**src/rtl/decode_out_capture_fifo.sv**
```systemverilog
// Capture FIFO for the LC3 decode-stage output bus: timestamped records drained via valid/ready.
// Optional duplicate-sample suppression is enabled by defining DECODE_MON_CHANGE_FILTER_EN.
module decode_out_capture_fifo #(
    parameter int DATA_W  = 16,
    parameter int ECTRL_W = 6,
    parameter int DEPTH   = 8,
    parameter int TS_W    = 32,
    parameter int DROP_W  = 16
) (
    input  logic                       clock,
    input  logic                       reset,
    input  logic                       capture_en,
    input  logic                       in_valid,
    input  logic                       w_control,
    input  logic                       mem_control,
    input  logic [ECTRL_W-1:0]         e_control,
    input  logic [DATA_W-1:0]          IR,
    input  logic [DATA_W-1:0]          npc_out,
    input  logic                       flush,
    output logic                       out_valid,
    input  logic                       out_ready,
    output logic                       out_w_control,
    output logic                       out_mem_control,
    output logic [ECTRL_W-1:0]         out_e_control,
    output logic [DATA_W-1:0]          out_IR,
    output logic [DATA_W-1:0]          out_npc,
    output logic [TS_W-1:0]            out_ts,
    output logic [$clog2(DEPTH+1)-1:0] level,
    output logic                       overflow,
    output logic [DROP_W-1:0]          drop_cnt
);
    localparam int PTR_W    = $clog2(DEPTH);
    localparam int LVL_W    = $clog2(DEPTH+1);
    localparam int SAMPLE_W = 2 + ECTRL_W + 2*DATA_W;
    localparam int REC_W    = SAMPLE_W + TS_W;

    logic [REC_W-1:0]    mem [DEPTH];
    logic [TS_W-1:0]     ts_reg;
    logic [PTR_W-1:0]    wr_ptr_reg;
    logic [PTR_W-1:0]    rd_ptr_reg;
    logic [LVL_W-1:0]    level_reg;
    logic                overflow_reg;
    logic [DROP_W-1:0]   drop_cnt_reg;

    logic [SAMPLE_W-1:0] sample;
    logic [REC_W-1:0]    head;
    logic                push;
    logic                pop;
    logic                full;
    logic                dup;
    logic                accept;
    logic                drop;

    assign sample = {w_control, mem_control, e_control, IR, npc_out};
    assign push   = capture_en & in_valid;
    assign full   = (level_reg == LVL_W'(DEPTH));
    assign pop    = out_valid & out_ready;
    // With push and pop together a full FIFO frees the head slot in the same edge.
    assign accept = push & ~dup & (~full | pop);
    assign drop   = push & ~dup & full & ~pop;

`ifdef DECODE_MON_CHANGE_FILTER_EN
    logic [SAMPLE_W-1:0] last_reg;
    logic                last_valid_reg;

    assign dup = last_valid_reg && (sample == last_reg);

    always_ff @(posedge clock or posedge reset) begin
        if (reset) begin
            last_reg       <= '0;
            last_valid_reg <= 1'b0;
        end else if (flush) begin
            last_valid_reg <= 1'b0;
        end else if (accept) begin
            last_reg       <= sample;
            last_valid_reg <= 1'b1;
        end
    end
`else
    assign dup = 1'b0;
`endif

    always_ff @(posedge clock or posedge reset) begin
        if (reset) begin
            ts_reg       <= '0;
            wr_ptr_reg   <= '0;
            rd_ptr_reg   <= '0;
            level_reg    <= '0;
            overflow_reg <= 1'b0;
            drop_cnt_reg <= '0;
        end else begin
            ts_reg <= ts_reg + TS_W'(1);
            if (flush) begin
                wr_ptr_reg   <= '0;
                rd_ptr_reg   <= '0;
                level_reg    <= '0;
                overflow_reg <= 1'b0;
            end else begin
                if (accept)
                    wr_ptr_reg <= wr_ptr_reg + PTR_W'(1);
                if (pop)
                    rd_ptr_reg <= rd_ptr_reg + PTR_W'(1);
                case ({accept, pop})
                    2'b10:   level_reg <= level_reg + LVL_W'(1);
                    2'b01:   level_reg <= level_reg - LVL_W'(1);
                    default: level_reg <= level_reg;
                endcase
                if (drop) begin
                    overflow_reg <= 1'b1;
                    if (drop_cnt_reg != {DROP_W{1'b1}})
                        drop_cnt_reg <= drop_cnt_reg + DROP_W'(1);
                end
            end
        end
    end

    // Storage carries no reset; the out_valid gate hides stale contents.
    always_ff @(posedge clock) begin
        if (accept && !flush)
            mem[wr_ptr_reg] <= {sample, ts_reg};
    end

    assign head      = mem[rd_ptr_reg];
    assign out_valid = (level_reg != '0);
    assign level     = level_reg;
    assign overflow  = overflow_reg;
    assign drop_cnt  = drop_cnt_reg;

    always_comb begin
        out_w_control   = 1'b0;
        out_mem_control = 1'b0;
        out_e_control   = '0;
        out_IR          = '0;
        out_npc         = '0;
        out_ts          = '0;
        if (out_valid)
            {out_w_control, out_mem_control, out_e_control, out_IR, out_npc, out_ts} = head;
    end
endmodule
```
**config.mk**
```make
export PLATFORM = sky130hd
export DESIGN_NAME = decode_out_capture_fifo
export DESIGN_NICKNAME = d
export VERILOG_FILES = /design/src/rtl/decode_out_capture_fifo.sv
export SDC_FILE = /design/constraint.sdc
export NUM_CORES = 1
export LEC_CHECK = 0
export CORE_MARGIN = 2
export CORE_UTILIZATION = 25
export CTS_BUF_LIST = sky130_fd_sc_hd__clkbuf_2 sky130_fd_sc_hd__clkbuf_4 sky130_fd_sc_hd__clkbuf_8
export CTS_CLUSTER_DIAMETER = 120
export CTS_CLUSTER_SIZE = 16
export DETAILED_ROUTE_END_ITERATION = 10
export PLACE_DENSITY_LB_ADDON = 0.08
export SKIP_CTS_REPAIR_TIMING = 1
export SKIP_LAST_GASP = 1
export SYNTH_ARGS = -nofsm -noshare
export SYNTH_HDL_FRONTEND = slang
export SYNTH_SLANG_ARGS = --single-unit
```
**constraint.sdc**
```tcl
create_clock -name clock -period 14.4 [get_ports clock]
set_input_delay 2.16 -clock clock [delete_from_list [all_inputs] [get_ports clock]]
set_output_delay 2.16 -clock clock [all_outputs]
set_load 0.01 [all_outputs]
```
==> load_flow_metrics.sql, run 1 <==
INSERT INTO impl_metrics (metric_group, metric, value, unit) VALUES
('timing', 'slew_headroom', '34.3', '%'),
('timing', 'maxClockFrequency', '162', 'MHz'),
('global_routing', 'grt_pass1_wl', '91.0', 'mm'),
('yosys', 'synth.ff_latch_count', '635', ''),
('timing', 'fin_worst_skew', '0.0557', 'ns'),
('floorplan', 'coreArea', '97000', 'µm²'),
('timing', 'post-route-period-util', '42.9', '%'),
('worst_setup_path', 'timing.critical_path.required', '12.24', 'ns'),
('floorplan', 'die_width', '317', 'µm'),
('placed_design', 'place.detailed.hpwl', '33.5', 'mm'),
('worst_setup_path', 'worstSetupStartpointType', 'flop', ''),
('yosys', 'post_synth_num_cell_types', '42', ''),
('cts', 'cts.root.buffer_cell', 'sky130_fd_sc_hd__clkbuf_8', ''),
('yosys', 'synthCells', '1181', ''),
('layout', 'fillerInstances', '9550', ''),
('power', 'p_sw_share', '28.9', '%'),
('worst_setup_path', 'critical_path_peak_fanout', '55', ''),
('worst_setup_path', 'slowest_stage_cell_cp', 'sky130_fd_sc_hd__dfrtp_4', ''),
('global_routing', 'antenna_found_initial', '4', ''),
('yosys', 'netlist.top_cell.by_area', 'sky130_fd_sc_hd__edfxtp_1', ''),
('worst_setup_path', 'path_class', 'flop to primary output', ''),
('yosys', 'count_of_flip_flops_with_a_built_in_enable_after_synthesis', '576', ''),
('layout', 'layout.area.seq', '18800', 'µm²'),
('status', 'run_status', 'complete, no violations', ''),
('min_path', 'hold_path.class', 'flop to flop', ''),
('power', 'cellInternalPower', '2940', 'µW'),
('floorplan', 'die_y', '317', 'µm'),
('power', 'power_frac_seq', '49.9', '%'),
('global_routing', 'grt_start_max_net_pins', '60', ''),
('layout', 'multi_input_area', '5610', 'µm²'),
('layout', 'fin_nets', '1393', ''),
('yosys', 'synthFlopType', 'sky130_fd_sc_hd__edfxtp_1', ''),
('route', 'detail-route-antenna-nets', '0', ''),
('layout', 'mostFrequentLayoutCells', 'sky130_fd_sc_hd__edfxtp_1 (576), sky130_fd_sc_hd__mux4_2 (144), sky130_fd_sc_hd__clkdlybuf4s50_1 (139), sky130_fd_sc_hd__nor2_1 (89), sky130_fd_sc_hd__mux2i_1 (75)', ''),
('yosys', 'ys_warn_count', '0', ''),
('yosys', 'syn_avg_cell_area', '20.8', 'µm²'),
('layout', 'finish.utilization', '29.3', '%'),
('timing', 'setup_viol', '0', ''),
('yosys', 'synth_sequential_area_ratio', '76.4', '%'),
('yosys', 'netlist_area', '24600', 'µm²'),
('route', 'wire_per_inst', '23.2', 'µm'),
('power', 'p_sw', '1200', 'µW'),
('floorplan', 'rows', '114', ''),
('layout', 'layout_commonest_cell', 'sky130_fd_sc_hd__edfxtp_1', ''),
('cts', 'numClockSinks', '635', ''),
('route', 'finalWirelength', '61.4', 'mm'),
('power', 'p_leak', '0.00880', 'µW'),
('worst_setup_path', 'critPathCaptureType', 'primary output', ''),
('cts', 'numCtsBuffers', '45', ''),
('timing', 'tightest_slew', '0.985', 'ns'),
('global_routing', 'grt_util_all_layers', '12.2', '%'),
('cts', 'h-tree-depth', '2', ''),
('cts', 'cts-root-to-sink-buffers', '3', ''),
('worst_setup_path', 'crit_chain', 'buf_4 -> mux4_2 -> mux2i_1 -> nor2_1 -> clkdlybuf4s50_1', ''),
('timing', 'unrepaired_setup_endpoints_after_global_routing', 'false', ''),
('floorplan', 'pin_count', '140', ''),
('cts', 'worst_setup_hold_path_clk_slew', '0.11', 'ns'),
('timing', 'setup_tns', '0', 'ns'),
('route', 'detailroute.via_count', '11500', ''),
('power', 'logic_gate_share_of_total_power', '27.3', '%'),
('route', 'drtPass1Iterations', '4', ''),
('worst_setup_path', 'cp_peak_stage_delay', '0.88', 'ns'),
('floorplan', 'die-area', '101000', 'µm²'),
('cts', 'cts_tree', 'built', ''),
('layout', 'areaGrowthSynthToFinish', '15.8', '%'),
('worst_setup_path', 'cp.arrival', '4.02', 'ns'),
('global_routing', 'grt_overflow', '0', ''),
('placed_design', 'routabilityCongestion', '0.656', ''),
('power', 'ir_worst_vdd', '0.0846', 'mV'),
('route', 'detail_route.drc_violations', '0', ''),
('yosys', 'async_sr_flop_fraction', '9.29', '%');
## cell type report
| cell class | count | share of cell area (%) |
|---|---|---|
| sequential | 635 | 66.0 |
| antenna | 1 | 0.00880 |
| clock buffer | 67 | 2.76 |
| multi-input combinational | 485 | 19.7 |
| timing repair buffer | 166 | 5.60 |
| tap | 1276 | 5.61 |
| inverter | 8 | 0.106 |
| clock inverter | 4 | 0.167 |
## power by group through the flow
stage | clock, µW | combinational (µW) | sequential [µW]
finish | 945 | 1130 | 2070
detailed placement | 0 | 1190 | 2110
global placement | 0 | 1190 | 2110
floorplan | 0 | 677 | 2080
CTS | 1010 | 1190 | 2070
global route | 1070 | 1240 | 2070
## cells by family (layout without fill, tap and decap cells)
logic type	count (synthesis)	count (layout)	share of synthesized area, %
buf+inv	61	245	1.01
flops	635	635	76.4
other cells	0	1	0
fa+ha+maj	7	7	0.346
compound gates	15	15	0.372
simple gates	191	191	3.70
mux	220	220	16.3
xor+xnor	52	52	1.85
## per-stage QoR
| stage | hold WS [ns] | instances | setup slack (ns) | total power [µW] | instance area (µm²) |
|---|---|---|---|---|---|
| floorplan | 0.516 | 1181 | 5.85 | 2750 | 24600 |
| global placement | 0.492 | 2570 | 8.45 | 3300 | 27600 |
| detailed placement | 0.476 | 2570 | 8.45 | 3300 | 27600 |
| CTS | 0.500 | 2641 | 7.96 | 4270 | 28400 |
| global route | 0.515 | 2642 | 7.85 | 4380 | 28400 |
| finish | 0.497 | 2642 | 8.22 | 4140 | 28400 |
## cells in the mapped netlist (2+ instances only)
| cell | instances |
|---|---|
| sky130_fd_sc_hd__edfxtp_1 | 576 |
| sky130_fd_sc_hd__mux4_2 | 144 |
| sky130_fd_sc_hd__nor2_1 | 95 |
| sky130_fd_sc_hd__mux2i_1 | 75 |
| sky130_fd_sc_hd__dfrtp_1 | 59 |
| sky130_fd_sc_hd__xnor2_1 | 36 |
| sky130_fd_sc_hd__clkbuf_1 | 32 |
| sky130_fd_sc_hd__nand2_1 | 26 |
| sky130_fd_sc_hd__nand3_1 | 19 |
| sky130_fd_sc_hd__xor2_1 | 16 |
| sky130_fd_sc_hd__buf_1 | 13 |
| sky130_fd_sc_hd__and3_1 | 10 |
| sky130_fd_sc_hd__inv_1 | 8 |
| sky130_fd_sc_hd__nand4_1 | 8 |
| sky130_fd_sc_hd__and4_1 | 7 |
| sky130_fd_sc_hd__buf_2 | 6 |
| sky130_fd_sc_hd__ha_1 | 6 |
| sky130_fd_sc_hd__nor3_1 | 5 |
| sky130_fd_sc_hd__a21oi_1 | 4 |
| sky130_fd_sc_hd__nand2b_1 | 4 |
| sky130_fd_sc_hd__nor3_2 | 4 |
| sky130_fd_sc_hd__o21ai_0 | 4 |
| sky130_fd_sc_hd__or3_1 | 3 |
| sky130_fd_sc_hd__and2_1 | 2 |
| sky130_fd_sc_hd__nor4_1 | 2 |
## critical path, delay by kind of cell (launching register included)
family,cells,cell delay [ns]
buffers and inverters,2,1.38
DFF,1,0.88
muxes,2,0.85
and+or+nand+nor,1,0.16
## per-layer routing
layer | routed length [µm] | GRT usage, %
met2 | 30600 | 20.9
met3 | 2020 | 1.87
met1 | 28000 | 16.4
met5 | 23 | 0
met4 | 839 | 2.31
## worst paths after layout
kind,slack (ns),depth (start not counted),to,startpoint
max,8.22,5,out_ts[1],rd_ptr_reg[1]
min,0.50,1,drop_cnt[13],drop_cnt[13]
max reg2reg,10.70,7,mem[7][32],level[0]
min reg2reg,0.50,1,drop_cnt[13],drop_cnt[13]
max in group asynchronous,11.65,3,rd_ptr_reg[2],reset
min in group asynchronous,2.06,3,level[2],reset
No activity file was read; power rests on OpenSTA's default activity.
==> inputs of run 2 (changes only) <==
==> constraint.sdc (replaced) <==
create_clock -name clock -period 5.24 [get_ports clock]
set_input_delay 0.786 -clock clock [delete_from_list [all_inputs] [get_ports clock]]
set_output_delay 0.786 -clock clock [all_outputs]
set_load 0.01 [all_outputs]
==> load_flow_metrics.sql, run 2 (synthesis gave the netlist of run 1 again) <==
INSERT INTO impl_metrics (metric_group, metric, value, unit) VALUES
('global_routing', 'grt_util_all_layers', '11.9', '%'),
('worst_setup_path', 'critPathCaptureType', 'primary output', ''),
('placed_design', 'routabilityCongestion', '0.677', ''),
('worst_setup_path', 'timing.critical_path.required', '4.45', 'ns'),
('flow_run', 'cap_viol_max_count', '0', ''),
('route', 'detail-route-antenna-nets', '0', ''),
('timing', 'post-route-period-util', '80.3', '%'),
('timing', 'setup_tns', '0', 'ns'),
('cts', 'cts-root-to-sink-buffers', '3', ''),
('timing', 'slew_headroom', '40.5', '%'),
('layout', 'mostFrequentLayoutCells', 'sky130_fd_sc_hd__edfxtp_1 (576), sky130_fd_sc_hd__mux4_2 (144), sky130_fd_sc_hd__clkdlybuf4s50_1 (139), sky130_fd_sc_hd__nor2_1 (89), sky130_fd_sc_hd__mux2i_1 (75)', ''),
('route', 'drt_first_iter_violations', '545', ''),
('global_routing', 'grt_pass1_wl', '89.3', 'mm'),
('cts', 'cts.root.buffer_cell', 'sky130_fd_sc_hd__clkbuf_8', ''),
('cts', 'numCtsBuffers', '46', ''),
('placed_design', 'place_ws', '1.56', 'ns'),
('layout', 'finish.utilization', '29.5', '%'),
('route', 'wire_per_inst', '22.8', 'µm'),
('timing', 'unrepaired_setup_endpoints_after_global_routing', 'false', ''),
('timing', 'fin_worst_skew', '0.0554', 'ns'),
('route', 'detailroute.via_count', '11500', ''),
('layout', 'fin_nets', '1396', ''),
('layout', 'layout_commonest_cell', 'sky130_fd_sc_hd__edfxtp_1', ''),
('cts', 'worst_setup_hold_path_clk_slew', '0.11', 'ns'),
('timing', 'setup_viol', '0', ''),
('route', 'detail_route.drc_violations', '0', ''),
('cts', 'numClockSinks', '635', ''),
('worst_setup_path', 'worstSetupStartpointType', 'flop', ''),
('cts', 'cts_tree', 'built', ''),
('global_routing', 'first_global_vias', '12800', ''),
('timing', 'maxClockFrequency', '238', 'MHz'),
('global_routing', 'grt_overflow', '0', ''),
('cts', 'worstSkewPairLatency', '0.67', 'ns'),
('timing', 'tightest_slew', '0.893', 'ns'),
('worst_setup_path', 'cp.arrival', '3.42', 'ns'),
('floorplan', 'die_y', '317', 'µm'),
('placed_design', 'place.detailed.hpwl', '33.5', 'mm'),
('global_routing', 'grt_start_max_net_pins', '73', ''),
('layout', 'drive_gt1_share', '19.2', '%'),
('route', 'viasPerCell', '4.34', ''),
('power', 'pwr_density_cell', '400', 'nW/µm²'),
('layout', 'areaGrowthSynthToFinish', '16.4', '%'),
('global_routing', 'antenna_found_initial', '3', ''),
('layout', 'final_cell_count_no_fill', '2642', ''),
('status', 'run_status', 'complete, no violations', ''),
('route', 'finalWirelength', '60.3', 'mm'),
('min_path', 'hold_path.class', 'primary input to asynchronous set/reset pin', ''),
('timing', 'hold_viol', '0', ''),
('floorplan', 'floorplan.initialDensity', '25.3', '%'),
('cts', 'h-tree-depth', '2', ''),
('placed_design', 'port-buffer-count', '139', ''),
('timing', 'finalWorstPathRequiredPeriod', '4.21', 'ns'),
('timing', 'post-route-worst-setup-slack', '1.03', 'ns'),
('worst_setup_path', 'critical_path_peak_fanout', '52', ''),
('floorplan', 'die_width', '317', 'µm'),
('route', 'drtPass1Iterations', '4', ''),
('timing', 'final-max-slew-violation-count', '0', ''),
('floorplan', 'rows', '114', ''),
('power', 'ir_worst_vdd', '0.267', 'mV'),
('placed_design', 'dp.cells', '2572', ''),
('floorplan', 'die-area', '101000', 'µm²'),
('worst_setup_path', 'r2r_slack', '1.96', 'ns'),
('power', 'p_leak', '0.00883', 'µW'),
('floorplan', 'pin_count', '140', ''),
('worst_setup_path', 'path_class', 'flop to primary output', ''),
('floorplan', 'coreArea', '97000', 'µm²'),
('layout', 'largest_register_ffs', '576', '');
==> run 2: cell type report <==
cell class,instances,area [µm²]
Fill cell,9510,68400
Sequential cell,635,18800
Multi-Input combinational cell,485,5620
Timing Repair Buffer,168,1750
Tap cell,1276,1600
Clock buffer,65,782
Clock inverter,4,42.5
Inverter,8,30.0
Antenna cell,1,2.50
==> run 2: path summary, 6_finish.rpt <==
check | start | endpoint | depth (start not counted)
min in group clock | drop_cnt[13] | drop_cnt[13] | 1
worst max-delay path | rd_ptr_reg[0] | out_IR[4] | 6
worst max register to register | level[0] | level[3] | 11
worst min register to register | drop_cnt[13] | drop_cnt[13] | 1
max in group asynchronous | reset | ts_reg[22] | 3
worst min-delay path | reset | drop_cnt[13] | 2
==> run 2: metal layers <==
layer  vias up  global-route usage [%]  part of all wire (%)  wire, µm
li1       5050                       -                     -         -
met3        65                    1.95                   2.8      1680
met2       152                    20.8                    50     30400
met1      6201                    15.6                    45     27200
met4         2                    2.69                   1.8      1060
met5         -                       0                 0.013         8
==> run 2: critical path, cell delays in order (launching register included) <==
cell	delay (ns)
sky130_fd_sc_hd__dfrtp_4	0.65
sky130_fd_sc_hd__buf_12	0.42
sky130_fd_sc_hd__buf_4	0.33
sky130_fd_sc_hd__mux4_2	0.55
sky130_fd_sc_hd__mux2i_1	0.17
sky130_fd_sc_hd__nor2_1	0.06
sky130_fd_sc_hd__clkdlybuf4s50_1	0.50
==> run 2: power breakdown <==
group / switching, µW / total (µW) / internal (µW)
logic: 1570 / 3190 / 1620
clock network: 1620 / 2590 / 970
registers: 104 / 5660 / 5550
==> run 2: stage by stage <==
stage / power [µW] / cell area, µm² / hold slack [ns]
after floorplan: 7570 / 24600 / 0.516
after global placement: 9140 / 27800 / 0.490
after detailed placement: 9120 / 27800 / 0.486
after CTS: 11800 / 28600 / 0.441
after global routing: 12100 / 28600 / 0.484
final: 11400 / 28600 / 0.485
==> inputs of run 3 (changes only) <==
==> constraint.sdc (replaced) <==
create_clock -name clock -period 3.7 [get_ports clock]
set_input_delay 0.555 -clock clock [delete_from_list [all_inputs] [get_ports clock]]
set_output_delay 0.555 -clock clock [all_outputs]
set_load 0.01 [all_outputs]
==> load_flow_metrics.sql, run 3 (synthesis gave the netlist of run 1 again) <==
INSERT INTO impl_metrics (metric_group, metric, value, unit) VALUES
('placed_design', 'place.detailed.hpwl', '34.7', 'mm'),
('timing', 'post-route-period-util', '95.4', '%'),
('timing', 'unrepaired_setup_endpoints_after_global_routing', 'true', ''),
('global_routing', 'first_global_vias', '12700', ''),
('floorplan', 'die_y', '317', 'µm'),
('floorplan', 'coreArea', '97000', 'µm²'),
('power', 'ir_worst_vdd', '0.325', 'mV'),
('cts', 'cts-root-to-sink-buffers', '3', ''),
('timing', 'final-max-slew-violation-count', '0', ''),
('timing', 'hold_viol', '0', ''),
('route', 'detailroute.via_count', '11700', ''),
('layout', 'mostFrequentLayoutCells', 'sky130_fd_sc_hd__edfxtp_1 (576), sky130_fd_sc_hd__mux4_2 (144), sky130_fd_sc_hd__clkdlybuf4s50_1 (139), sky130_fd_sc_hd__nor2_1 (89), sky130_fd_sc_hd__mux2i_1 (73)', ''),
('timing', 'finalWorstPathRequiredPeriod', '3.53', 'ns'),
('timing', 'finalHoldWorstSlack', '0.238', 'ns'),
('route', 'detail-route-antenna-nets', '0', ''),
('placed_design', 'port-buffer-count', '139', ''),
('route', 'finalWirelength', '61.2', 'mm'),
('timing', 'slew_headroom', '49.4', '%'),
('layout', 'layout_commonest_cell', 'sky130_fd_sc_hd__edfxtp_1', ''),
('floorplan', 'floorplan.initialDensity', '25.3', '%'),
('floorplan', 'die-area', '101000', 'µm²'),
('cts', 'cts.root.buffer_cell', 'sky130_fd_sc_hd__clkbuf_8', ''),
('layout', 'drive_gt1_share', '21.2', '%'),
('min_path', 'hold_path.class', 'primary input to asynchronous set/reset pin', ''),
('timing', 'tightest_slew', '0.752', 'ns'),
('timing', 'setup_viol', '0', ''),
('status', 'run_status', 'complete, no violations', ''),
('power', 'p_leak', '0.00910', 'µW'),
('timing', 'maxClockFrequency', '283', 'MHz'),
('route', 'drtPass1Iterations', '4', ''),
('global_routing', 'grt_overflow', '0', ''),
('cts', 'cts_tree', 'built', ''),
('cts', 'h-tree-depth', '2', ''),
('worst_setup_path', 'worstSetupStartpoint', 'rd_ptr_reg[0]', ''),
('worst_setup_path', 'worst_r2r_startpoint', 'level[1]', ''),
('flow_run', 'cap_viol_max_count', '0', ''),
('timing', 'fin_worst_skew', '0.0333', 'ns'),
('power', 'pwr_density_cell', '573', 'nW/µm²'),
('layout', 'largest_register_ffs', '576', ''),
('cts', 'numCtsBuffers', '45', ''),
('cts', 'worstSkewPairLatency', '0.68', 'ns'),
('cts', 'numClockSinks', '635', ''),
('worst_setup_path', 'critPathCaptureType', 'primary output', ''),
('layout', 'fin_nets', '1421', ''),
('worst_setup_path', 'critical_path_peak_fanout', '15', ''),
('layout', 'areaGrowthSynthToFinish', '18.8', '%'),
('route', 'drt_first_iter_violations', '662', ''),
('timing', 'setup_tns', '0', 'ns'),
('global_routing', 'grt_pass1_wl', '89.8', 'mm'),
('route', 'wire_per_inst', '22.9', 'µm'),
('route', 'viasPerCell', '4.36', ''),
('floorplan', 'die_width', '317', 'µm'),
('global_routing', 'antenna_found_initial', '4', ''),
('floorplan', 'rows', '114', ''),
('floorplan', 'pin_count', '140', ''),
('worst_setup_path', 'path_class', 'flop to primary output', ''),
('global_routing', 'grt_util_all_layers', '12.0', '%'),
('global_routing', 'grt_start_max_net_pins', '49', ''),
('placed_design', 'routabilityCongestion', '0.678', ''),
('worst_setup_path', 'worstSetupStartpointType', 'flop', ''),
('worst_setup_path', 'timing.critical_path.required', '3.14', 'ns'),
('worst_setup_path', 'cp.arrival', '2.98', 'ns'),
('cts', 'worst_setup_hold_path_clk_slew', '0.11', 'ns'),
('route', 'detail_route.drc_violations', '0', '');
run 3: changes by cell type in the layout (fill, tap and decap cells not counted), moves of 2 or more:
| cell | change |
|---|---|
| sky130_fd_sc_hd__clkbuf_16 | +3 |
| sky130_fd_sc_hd__clkbuf_8 | -2 |
| sky130_fd_sc_hd__mux2i_2 | +2 |
| sky130_fd_sc_hd__clkbuf_4 | +10 |
| sky130_fd_sc_hd__mux2i_1 | -2 |
| sky130_fd_sc_hd__inv_8 | +2 |
| sky130_fd_sc_hd__inv_6 | -3 |
| sky130_fd_sc_hd__buf_4 | +3 |
| sky130_fd_sc_hd__buf_16 | +5 |
| sky130_fd_sc_hd__buf_12 | +13 |
run 3: stage by stage:
step | util, % | worst slack (ns) | total power (µW) | instances | area, µm²
floorplan | - | -1.12 | 10700 | 1181 | 24600
global placement | 29.0 | 0.558 | 13100 | 2588 | 28100
detailed placement | 29.0 | 0.577 | 13000 | 2588 | 28100
CTS | 29.9 | -0.198 | 16900 | 2664 | 29000
global route | 30.1 | -0.0136 | 17700 | 2675 | 29200
finish | 30.1 | 0.170 | 16700 | 2676 | 29200
run 3: critical path, stage by stage, from the launching register on:
cell	delay (ns)
sky130_fd_sc_hd__dfrtp_4	0.52
sky130_fd_sc_hd__buf_4	0.17
sky130_fd_sc_hd__buf_4	0.13
sky130_fd_sc_hd__clkbuf_16	0.21
sky130_fd_sc_hd__mux4_2	0.52
sky130_fd_sc_hd__mux2i_2	0.19
sky130_fd_sc_hd__nor2_1	0.07
sky130_fd_sc_hd__clkdlybuf4s50_1	0.49
run 3: where the power goes:
group / internal [µW] / total [µW] / switching, µW / leakage [µW]
Combinational: 2600 / 4970 / 2380 / 0.00249
Sequential: 7860 / 7950 / 89.6 / 0.00613
Clock: 1500 / 3790 / 2290 / 0.000479
run 3: final timing paths:
check	slack (ns)	cells after the start	endpoint
worst max-delay path	0.17	7	out_IR[11]
worst min-delay path	0.24	2	level[1]
worst max register to register	1.09	5	mem[0][24]
worst min register to register	0.52	2	overflow
max in group asynchronous	2.79	3	rd_ptr_reg[0]
min in group clock	0.52	2	overflow
run 3: area by class of cell:
class | count | area [µm²]
diodes | 2 | 5.00
clock buffers | 73 | 830
clock inverters | 3 | 52.6
fillers | 9529 | 67800
inverters | 8 | 30.0
multi-input cells | 485 | 5630
flip-flops and latches | 635 | 18800
well taps | 1276 | 1600
repair buffers | 194 | 2270
run 3: routing by layer:
layer  wire, µm  track usage [%]
met5         13                0
met4       1260             3.04
met3       1790             1.74
met1      28400             16.4
met2      29800             20.1
